## src/rtl/uart_tx_queue_if.sv

```systemverilog
// rtl/uart_tx_queue_if.sv - write strobe, transmitter handshake and queue status bundle
interface uart_tx_queue_if #(
    parameter int ADDR_W = 4
);
    logic              wr_en;
    logic [7:0]        wr_data;
    logic              tx_active;
    logic              tx_done;
    logic              tx_dv;
    logic [7:0]        tx_byte;
    logic              full;
    logic              empty;
    logic [ADDR_W:0]   count;
    logic              overflow;
    logic              tx_timeout;

    modport master (
        output wr_en, wr_data, tx_active, tx_done,
        input  tx_dv, tx_byte, full, empty, count, overflow, tx_timeout
    );

    modport slave (
        input  wr_en, wr_data, tx_active, tx_done,
        output tx_dv, tx_byte, full, empty, count, overflow, tx_timeout
    );
endinterface

```

## src/rtl/uart_tx_queue.sv

```systemverilog
// rtl/uart_tx_queue.sv - circular byte FIFO feeding a UART transmitter via DV/Active/Done with timeout recovery
module uart_tx_queue #(
    parameter int DEPTH   = 16,
    parameter int ADDR_W  = 4,
    parameter int TIMEOUT = 10000
) (
    input  logic           clk,
    input  logic           rst_n,
    uart_tx_queue_if.slave bus
);
    localparam int CW = ADDR_W + 1;
    localparam int TW = (TIMEOUT > 1) ? $clog2(TIMEOUT) : 1;

    typedef enum logic [1:0] {IDLE, SEND, WAIT} state_t;

    state_t            state, state_next;
    logic [7:0]        mem [DEPTH];
    logic [ADDR_W-1:0] wr_ptr, rd_ptr;
    logic [TW-1:0]     timer;
    logic              push, pop, expire;
    logic [CW-1:0]     count_next;

    // full is the registered flag, so a write while full is dropped even if a pop happens this cycle
    assign push = bus.wr_en && !bus.full;

    always_ff @(posedge clk or negedge rst_n) begin
        if (!rst_n) state <= IDLE;
        else        state <= state_next;
    end

    always_comb begin
        state_next = state;
        pop        = 1'b0;
        expire     = 1'b0;
        unique case (state)
            IDLE: begin
                if (!bus.empty && !bus.tx_active) begin
                    pop        = 1'b1;
                    state_next = SEND;
                end
            end
            SEND: state_next = WAIT;
            WAIT: begin
                if (bus.tx_done) begin
                    state_next = IDLE;
                end else if (TIMEOUT != 0 && timer == TW'(TIMEOUT - 1)) begin
                    expire     = 1'b1;
                    state_next = IDLE;
                end
            end
            default: state_next = IDLE;
        endcase
    end

    always_comb begin
        count_next = bus.count;
        if (push && !pop)      count_next = bus.count + CW'(1);
        else if (!push && pop) count_next = bus.count - CW'(1);
    end

    always_ff @(posedge clk) begin
        if (push) mem[wr_ptr] <= bus.wr_data;
    end

    always_ff @(posedge clk or negedge rst_n) begin
        if (!rst_n) begin
            wr_ptr         <= '0;
            rd_ptr         <= '0;
            timer          <= '0;
            bus.tx_dv      <= 1'b0;
            bus.tx_byte    <= 8'h00;
            bus.full       <= 1'b0;
            bus.empty      <= 1'b1;
            bus.count      <= '0;
            bus.overflow   <= 1'b0;
            bus.tx_timeout <= 1'b0;
        end else begin
            if (push) wr_ptr <= wr_ptr + ADDR_W'(1);
            if (pop) begin
                bus.tx_byte <= mem[rd_ptr];
                rd_ptr      <= rd_ptr + ADDR_W'(1);
            end
            if (state == SEND)
                timer <= '0;
            else if (state == WAIT && !bus.tx_done && !expire)
                timer <= timer + TW'(1);
            bus.tx_dv      <= pop;
            bus.tx_timeout <= expire;
            bus.overflow   <= bus.wr_en && bus.full;
            bus.count      <= count_next;
            bus.full       <= (count_next == CW'(DEPTH));
            bus.empty      <= (count_next == '0);
        end
    end
endmodule
```

## src/flat_wrapper.sv

```systemverilog
// flat-port wrapper written by rule: the top's interface ports become plain ports
module uart_tx_queue_flat 
#(
    parameter int DEPTH   = 16,
    parameter int ADDR_W  = 4,
    parameter int TIMEOUT = 10000
)
  (clk, rst_n, bus_wr_en, bus_wr_data, bus_tx_active, bus_tx_done, bus_tx_dv, bus_tx_byte, bus_full, bus_empty, bus_count, bus_overflow, bus_tx_timeout);
  uart_tx_queue_if #(.ADDR_W(ADDR_W)) bus_i ();
  input  logic clk;
  input  logic rst_n;
  input wire logic [$bits(bus_i.wr_en)-1:0] bus_wr_en;
  input wire logic [$bits(bus_i.wr_data)-1:0] bus_wr_data;
  input wire logic [$bits(bus_i.tx_active)-1:0] bus_tx_active;
  input wire logic [$bits(bus_i.tx_done)-1:0] bus_tx_done;
  output wire logic [$bits(bus_i.tx_dv)-1:0] bus_tx_dv;
  output wire logic [$bits(bus_i.tx_byte)-1:0] bus_tx_byte;
  output wire logic [$bits(bus_i.full)-1:0] bus_full;
  output wire logic [$bits(bus_i.empty)-1:0] bus_empty;
  output wire logic [$bits(bus_i.count)-1:0] bus_count;
  output wire logic [$bits(bus_i.overflow)-1:0] bus_overflow;
  output wire logic [$bits(bus_i.tx_timeout)-1:0] bus_tx_timeout;
  assign bus_i.wr_en = bus_wr_en;
  assign bus_i.wr_data = bus_wr_data;
  assign bus_i.tx_active = bus_tx_active;
  assign bus_i.tx_done = bus_tx_done;
  assign bus_tx_dv = bus_i.tx_dv;
  assign bus_tx_byte = bus_i.tx_byte;
  assign bus_full = bus_i.full;
  assign bus_empty = bus_i.empty;
  assign bus_count = bus_i.count;
  assign bus_overflow = bus_i.overflow;
  assign bus_tx_timeout = bus_i.tx_timeout;
  uart_tx_queue #(.DEPTH(DEPTH), .ADDR_W(ADDR_W), .TIMEOUT(TIMEOUT)) u_core (.clk(clk), .rst_n(rst_n), .bus(bus_i));
endmodule
```

## config.mk

```make
export PLATFORM = sky130hd
export DESIGN_NAME = uart_tx_queue_flat
export DESIGN_NICKNAME = d
export VERILOG_FILES = /design/src/rtl/uart_tx_queue_if.sv /design/src/rtl/uart_tx_queue.sv /design/src/flat_wrapper.sv
export SDC_FILE = /design/constraint.sdc
export NUM_CORES = 1
export LEC_CHECK = 0
export BUFFER_PORTS_ARGS = -buffer_cell sky130_fd_sc_hd__buf_2
export CAP_MARGIN = 20
export CORE_MARGIN = 3
export CORE_UTILIZATION = 50
export DETAILED_ROUTE_END_ITERATION = 16
export GPL_ROUTABILITY_DRIVEN = 0
export PLACE_DENSITY = 0.69
export REMOVE_ABC_BUFFERS = 1
export SYNTH_ARGS = -nofsm -noshare
export SYNTH_HDL_FRONTEND = slang
export SYNTH_SLANG_ARGS = --single-unit
```

## constraint.sdc

```tcl
create_clock -name clk -period 2.2 [get_ports clk]
set_input_delay 0.22 -clock clk [delete_from_list [all_inputs] [get_ports clk]]
set_output_delay 0.22 -clock clk [all_outputs]
set_load 0.005 [all_outputs]
```

==> results of run 1 <==
cell usage in the layout (no fill, tap or decap), drive strengths merged, types with 6 or more instances in the layout:
master / netlist / routed
a21oi: 9 / 9
and2: 18 / 18
and3: 7 / 7
buf: 10 / 44
clkbuf: 7 / 18
dfrtp: 41 / 41
edfxtp: 128 / 128
ha: 8 / 8
inv: 7 / 13
mux2i: 19 / 19
mux4: 30 / 30
nand2: 18 / 18
nand4: 6 / 6
nor2: 26 / 26
nor3: 6 / 6
o21ai: 12 / 12
xnor2: 15 / 15
xor2: 7 / 7
registers in the layout, indices dropped and copies added (netlist names):
name and flops:
u_core.bus.tx_timeout 1, u_core.bus.tx_byte 8, u_core.bus.overflow 1, u_core.bus.full 1, u_core.rd_ptr 4, u_core.bus.count 5, u_core.mem 128, u_core.timer 14
u_core.wr_ptr 4, u_core.state 2, u_core.bus.tx_dv 1, u_core.bus.empty 1
kinds of logic after synthesis:
kind of cell	after synthesis	synth area share, %
XOR/XNOR	22	2.79
buffers and inverters	25	1.49
AND/OR/NAND/NOR	105	8.19
AO/OA/AOI/OAI	29	2.65
flip-flops	170	70.9
adder cells (fa/ha/maj)	8	1.45
multiplexers	49	12.5
worst max-delay path, delay by kind of cell, from the launching register on:
family | cells | cell delay (ns)
AOI/OAI and AO/OA | 1 | 0.26
xor gates and xnor gates | 1 | 0.17
DFF | 1 | 0.40
and+or+nand+nor | 3 | 1.06
cell type report:
type,count,area [µm²]
Fill cell,1018,5470
Sequential cell,170,4900
Multi-Input combinational cell,213,1920
Clock buffer,18,429
Timing Repair Buffer,45,290
Tap cell,176,220
Clock inverter,13,141
Inverter,8,30.0
stage by stage:
stage	std cells	worst slack (ns)	total power, mW
after global placement	611	0.243	6.96
after global routing	643	0.0310	10.4
after CTS	643	0.0400	9.96
after detailed placement	611	0.112	7.04
final	643	0.204	9.87
after floorplan	391	-0.381	6.06
path summary, 6_finish.rpt:
kind	from	end	slack (ns)	depth (start not counted)
worst min-delay path	bus_wr_en	u_core.bus.overflow$_DFF_PN0_	0.04	2
worst max-delay path	u_core.state[0]$_DFFE_PN0P_	u_core.bus.full$_DFF_PN0_	0.20	5
max in group asynchronous	rst_n	u_core.bus.tx_byte[1]$_DFFE_PN0P_	1.14	3
min in group asynchronous	rst_n	u_core.timer[10]$_DFFE_PN0P_	0.42	2
worst min register to register	u_core.rd_ptr[3]$_DFFE_PN0P_	u_core.rd_ptr[3]$_DFFE_PN0P_	0.50	1
worst max register to register	u_core.state[0]$_DFFE_PN0P_	u_core.bus.full$_DFF_PN0_	0.20	5
power groups by stage:
stage | combinational, mW | clock (mW) | sequential (mW)
after CTS | 2.65 | 2.95 | 4.36
after global placement | 2.56 | 0 | 4.40
after global routing | 2.87 | 3.10 | 4.42
after detailed placement | 2.62 | 0 | 4.42
final | 2.62 | 2.90 | 4.35
after floorplan | 1.56 | 0 | 4.50
metal layers:
| metal | wire, µm | GRT usage, % | part of all wire [%] | vias to the layer above |
|---|---|---|---|---|
| met5 | 0 | 0 | 0 | - |
| met4 | 142 | 6.44 | 1.1 | 0 |
| met3 | 425 | 4.35 | 3.3 | 11 |
| met2 | 6720 | 30.5 | 52 | 48 |
| met1 | 5630 | 24.5 | 44 | 1872 |
| li1 | - | - | - | 1651 |
timing repair:
| action | 4_1_cts | 5_1_grt |
|---|---|---|
| gates resized for setup | 0 | 2 |
| endpoints found under the hold margin | 34 | 0 |
| setup endpoints to repair | 0 | 1 |
| hold buffers | 1 | 0 |
==> summary.txt, run 1 <==
Post-synthesis sequential element count -> 170
Power Internal -> 6.92 mW
Crit path capture type -> flop
Deepest clock path buffer count -> 2
Count of pins over their slew limit -> 0
Cell Pwr Density -> 1240 nW/µm²
Ordered cell list for the critical path -> or4_4 > and3_4 > a31oi_1 > xnor2_2 > nor4b_2
Final count of negative-setup-slack endpoints -> 0
Fmax achieved -> 501 MHz
Overall via count from detail_route -> 3582
Setup repair after global routing missed its margin -> false
Crit path kind -> flop to flop
Dominant cells by area after synthesis -> sky130_fd_sc_hd__edfxtp_1, sky130_fd_sc_hd__dfrtp_1, sky130_fd_sc_hd__mux4_2
Library cell contributing the largest single delay on the critical path -> sky130_fd_sc_hd__or4_4
Critical Path Source Type -> flop
Clock tree root driver cell -> sky130_fd_sc_hd__clkbuf_16
Required time worst endpoint -> 2.52 ns
DR DRC count -> 0
Combinational power share -> 26.5%
Diode insertion count for antenna repair -> 0
Via count of the first global-routing pass -> 3634
Number of buffers created by CTS -> 17
Most area-hungry cell type in the Yosys netlist -> sky130_fd_sc_hd__edfxtp_1
Post-synth ARST share -> 24.7%
Worst-path fanout max -> 7
H-tree Lvls -> 4
Initial antenna violation count -> 0
Placeable core area -> 13400 µm²
Peak per-stage delay on the critical path -> 0.60 ns
Setup Fix Bufs, Post-CTS -> 0
Top-area cell type share of the netlist area -> 55.7%
Main flop type after synthesis -> sky130_fd_sc_hd__edfxtp_1
Clock latency of the later-clocked register in the worst-skew pair -> 0.42 ns
I/O Pins -> 31
Hold WS -> 0.0424 ns
Final standard cell area without fillers -> 7930 µm²
Number of standard-cell rows in the floorplan -> 42
Outcome -> finished clean
Slew at the pin with the worst max-slew slack -> 0.805 ns
Routed via count divided by cell count -> 5.57
Sequential element share of the synthesized area -> 70.9%
First DRT Iteration DRCs -> 290
Post-Syn Area -> 6910 µm²
Final hold viol count -> 0
Count of warnings emitted by yosys -> 0
Synthesized area per cell -> 16.9 µm²
Clock Power Share -> 29.4%
Global-route wire length before repair -> 20.2 mm
Width of the chip -> 124 µm
Wire length after detailed routing -> 12.9 mm
Effective utilization at floorplan -> 51.5%
Accumulated negative setup slack -> 0 ns
Clock-pin slew on the worst setup and hold paths -> 0.06 ns
Total congestion overflow after global routing -> 0
Tightest Hold Check Type -> primary input to flop
Core occupancy in the finished layout -> 59.2%
Synth cell types -> 41
Layout overhead on the synthesized area -> 14.8%
Sequential share of power -> 44.1%
Area of the die -> 15300 µm²
Wire length per cell -> 20.1 µm
Max-cap violation count -> 0
All-Layer GR Usage -> 18.6%
Pin count of the biggest net entering global routing -> 37
Detailed placer's ending HPWL -> 8.06 mm
Layout cells sized above 1 -> 24.0%
Switching share of total power -> 29.9%
Synthesized instance count -> 408
TritonRoute pass-1 iters -> 4
Final worst path period need -> 2.00 ns
Setup skew after layout -> 0.00940 ns
Share of the cycle needed by the critical path after routing -> 90.7%
Endpoint arrival time on the critical path -> 2.31 ns
CTS tree -> done
Nets@finish -> 476
Synth top cells by count -> sky130_fd_sc_hd__edfxtp_1, sky130_fd_sc_hd__dfrtp_1, sky130_fd_sc_hd__mux4_2
Port bufs -> 30
Static power due to leakage -> 2.89 nW
Power spent charging and discharging nets -> 2.95 mW
Remaining number of nets flagged by the antenna check after routing -> 0
Worst slew slack as a fraction of its limit -> 46.4%
Most used standard cell by instance count after synthesis -> sky130_fd_sc_hd__edfxtp_1
Y dimension of the die -> 124 µm
Count of flip-flops with a built-in enable after synthesis -> 128
Num Clock Sinks -> 170
Post-DP Area -> 7330 µm²
Peak supply drop -> 0.519 mV
Note: power is estimated with default switching activity, not from simulation.
==> inputs of run 2 (changes only) <==
--- a/config.mk
+++ b/config.mk
@@ -13,6 +13,7 @@
 export GPL_ROUTABILITY_DRIVEN = 0
 export PLACE_DENSITY = 0.69
 export REMOVE_ABC_BUFFERS = 1
+export SLEW_MARGIN = 25
 export SYNTH_ARGS = -nofsm -noshare
 export SYNTH_HDL_FRONTEND = slang
 export SYNTH_SLANG_ARGS = --single-unit
==> constraint.sdc (replaced) <==
create_clock -name clk -period 2.5 [get_ports clk]
set_input_delay 0.25 -clock clk [delete_from_list [all_inputs] [get_ports clk]]
set_output_delay 0.25 -clock clk [all_outputs]
set_load 0.005 [all_outputs]
==> summary.txt, run 2 (synthesis gave the netlist of run 1 again) <==
Outcome -> finished clean
Crit path capture type -> flop
Slew at the pin with the worst max-slew slack -> 0.779 ns
I/O Pins -> 31
Post-Place Cells -> 604
Share of the cycle needed by the critical path after routing -> 84.0%
Overall via count from detail_route -> 3556
Routed via count divided by cell count -> 5.58
Y dimension of the die -> 124 µm
Area of the die -> 15300 µm²
Deepest clock path buffer count -> 2
Max-cap violation count -> 0
Clock tree root driver cell -> sky130_fd_sc_hd__clkbuf_16
Width of the chip -> 124 µm
Diode insertion count for antenna repair -> 0
Initial antenna violation count -> 0
TritonRoute pass-1 iters -> 6
Crit path kind -> flop to flop
Peak supply drop -> 0.703 mV
Count of pins over their slew limit -> 0
Layout cells sized above 1 -> 23.2%
Wire length per cell -> 20.2 µm
Tightest Hold Check Type -> primary input to flop
Clock-pin slew on the worst setup and hold paths -> 0.07 ns
Final hold viol count -> 0
CTS tree -> done
Commonest non-fill, non-tap cell in the layout -> sky130_fd_sc_hd__edfxtp_1
First DRT Iteration DRCs -> 267
Via count of the first global-routing pass -> 3667
Number of standard-cell rows in the floorplan -> 42
Worst-path fanout max -> 10
Final worst path period need -> 2.10 ns
Registers with the most flip-flops -> u_core.mem (128), u_core.timer (14), u_core.bus.tx_byte (8)
Detailed placer's ending HPWL -> 8.11 mm
Core occupancy in the finished layout -> 59.0%
Wire length after detailed routing -> 12.9 mm
Port bufs -> 30
Layout overhead on the synthesized area -> 14.4%
All-Layer GR Usage -> 18.7%
Worst slew slack as a fraction of its limit -> 48.0%
Num Clock Sinks -> 170
Final standard cell area without fillers -> 7900 µm²
Number of standard cells in the final layout excluding fillers -> 637
Fmax achieved -> 476 MHz
Max FFs per register -> 128
Number of buffers created by CTS -> 17
Pin count of the biggest net entering global routing -> 43
Setup skew after layout -> 0.00877 ns
Static power due to leakage -> 2.87 nW
Global-route wire length before repair -> 20.4 mm
Total congestion overflow after global routing -> 0
Critical Path Source Type -> flop
DR DRC count -> 0
Clock latency of the later-clocked register in the worst-skew pair -> 0.42 ns
Post-DP Area -> 7280 µm²
Nets@finish -> 469
Hold WS -> 0.0646 ns
Setup repair after global routing missed its margin -> false
Endpoint arrival time on the critical path -> 2.44 ns
Final worst setup slack -> 0.400 ns
Final count of negative-setup-slack endpoints -> 0
Placeable core area -> 13400 µm²
Leading cell types in the layout, fill and taps excluded -> sky130_fd_sc_hd__edfxtp_1, sky130_fd_sc_hd__dfrtp_1, sky130_fd_sc_hd__mux4_2
Remaining number of nets flagged by the antenna check after routing -> 0
Worst slack at placement -> 0.405 ns
Effective utilization at floorplan -> 51.5%
H-tree Lvls -> 4
Most flop-heavy register -> u_core.mem
Required time worst endpoint -> 2.84 ns
Cell Pwr Density -> 1110 nW/µm²
Setup Fix Bufs, Post-CTS -> 0
==> run 2: what timing repair did <==
| item | 4_1_cts | 5_1_grt |
|---|---|---|
| gates resized for setup | 0 | 0 |
| hold buffers | 1 | 0 |
| hold endpoints to repair | 11 | 0 |
==> run 2: power by group <==
| part | internal (mW) | switching (mW) | total [mW] |
|---|---|---|---|
| clock | 1.52 | 1.17 | 2.69 |
| combinational | 1.09 | 1.14 | 2.22 |
| sequential | 3.48 | 0.370 | 3.84 |
| total | 6.08 | 2.68 | 8.75 |
==> run 2: worst max-delay path, stage by stage (launching register included) <==
cell and delay, ns:
sky130_fd_sc_hd__dfrtp_1 0.39, sky130_fd_sc_hd__or4_1 0.68, sky130_fd_sc_hd__clkinv_1 0.22, sky130_fd_sc_hd__and3_1 0.19, sky130_fd_sc_hd__a31oi_1 0.06, sky130_fd_sc_hd__xnor2_1 0.20
sky130_fd_sc_hd__nor4_2 0.28
==> run 2: worst paths after layout <==
check | cells past startpoint | slack, ns | from | to
max reg2reg | 6 | 0.40 | u_core.state[0]$_DFFE_PN0P_ | u_core.bus.empty$_DFF_PN1_
max | 6 | 0.40 | u_core.state[0]$_DFFE_PN0P_ | u_core.bus.empty$_DFF_PN1_
min in group asynchronous | 2 | 0.35 | rst_n | u_core.timer[10]$_DFFE_PN0P_
max in group asynchronous | 2 | 1.73 | rst_n | u_core.rd_ptr[1]$_DFFE_PN0P_
min | 2 | 0.06 | bus_wr_en | u_core.bus.overflow$_DFF_PN0_
min reg2reg | 2 | 0.51 | u_core.bus.tx_byte[5]$_DFFE_PN0P_ | u_core.bus.tx_byte[5]$_DFFE_PN0P_
==> run 2: final cells by class <==
class                      instances  area, µm²
clock buffer                      17        425
tap                              176        220
fill                            1037       5500
sequential                       170       4900
clock inverter                    15        180
multi-input combinational        213       1910
inverter                           8       30.0
timing repair buffer              38        240
==> run 2: stage by stage <==
| stage | total power [mW] | setup TNS (ns) |
|---|---|---|
| finish | 8.75 | 0 |
| global route | 9.22 | 0 |
| CTS | 8.84 | 0 |
| detailed placement | 6.16 | 0 |
| global placement | 6.10 | 0 |
| floorplan | 5.33 | -0.0813 |
==> run 2: metal layers <==
metal / vias to the layer above / routed length, µm / track usage, %
li1: 1640 / - / -
met1: 1820 / 5740 / 25.5
met2: 75 / 6300 / 28.8
met3: 21 / 557 / 4.67
met4: 0 / 274 / 8.44
met5: - / 0 / 0
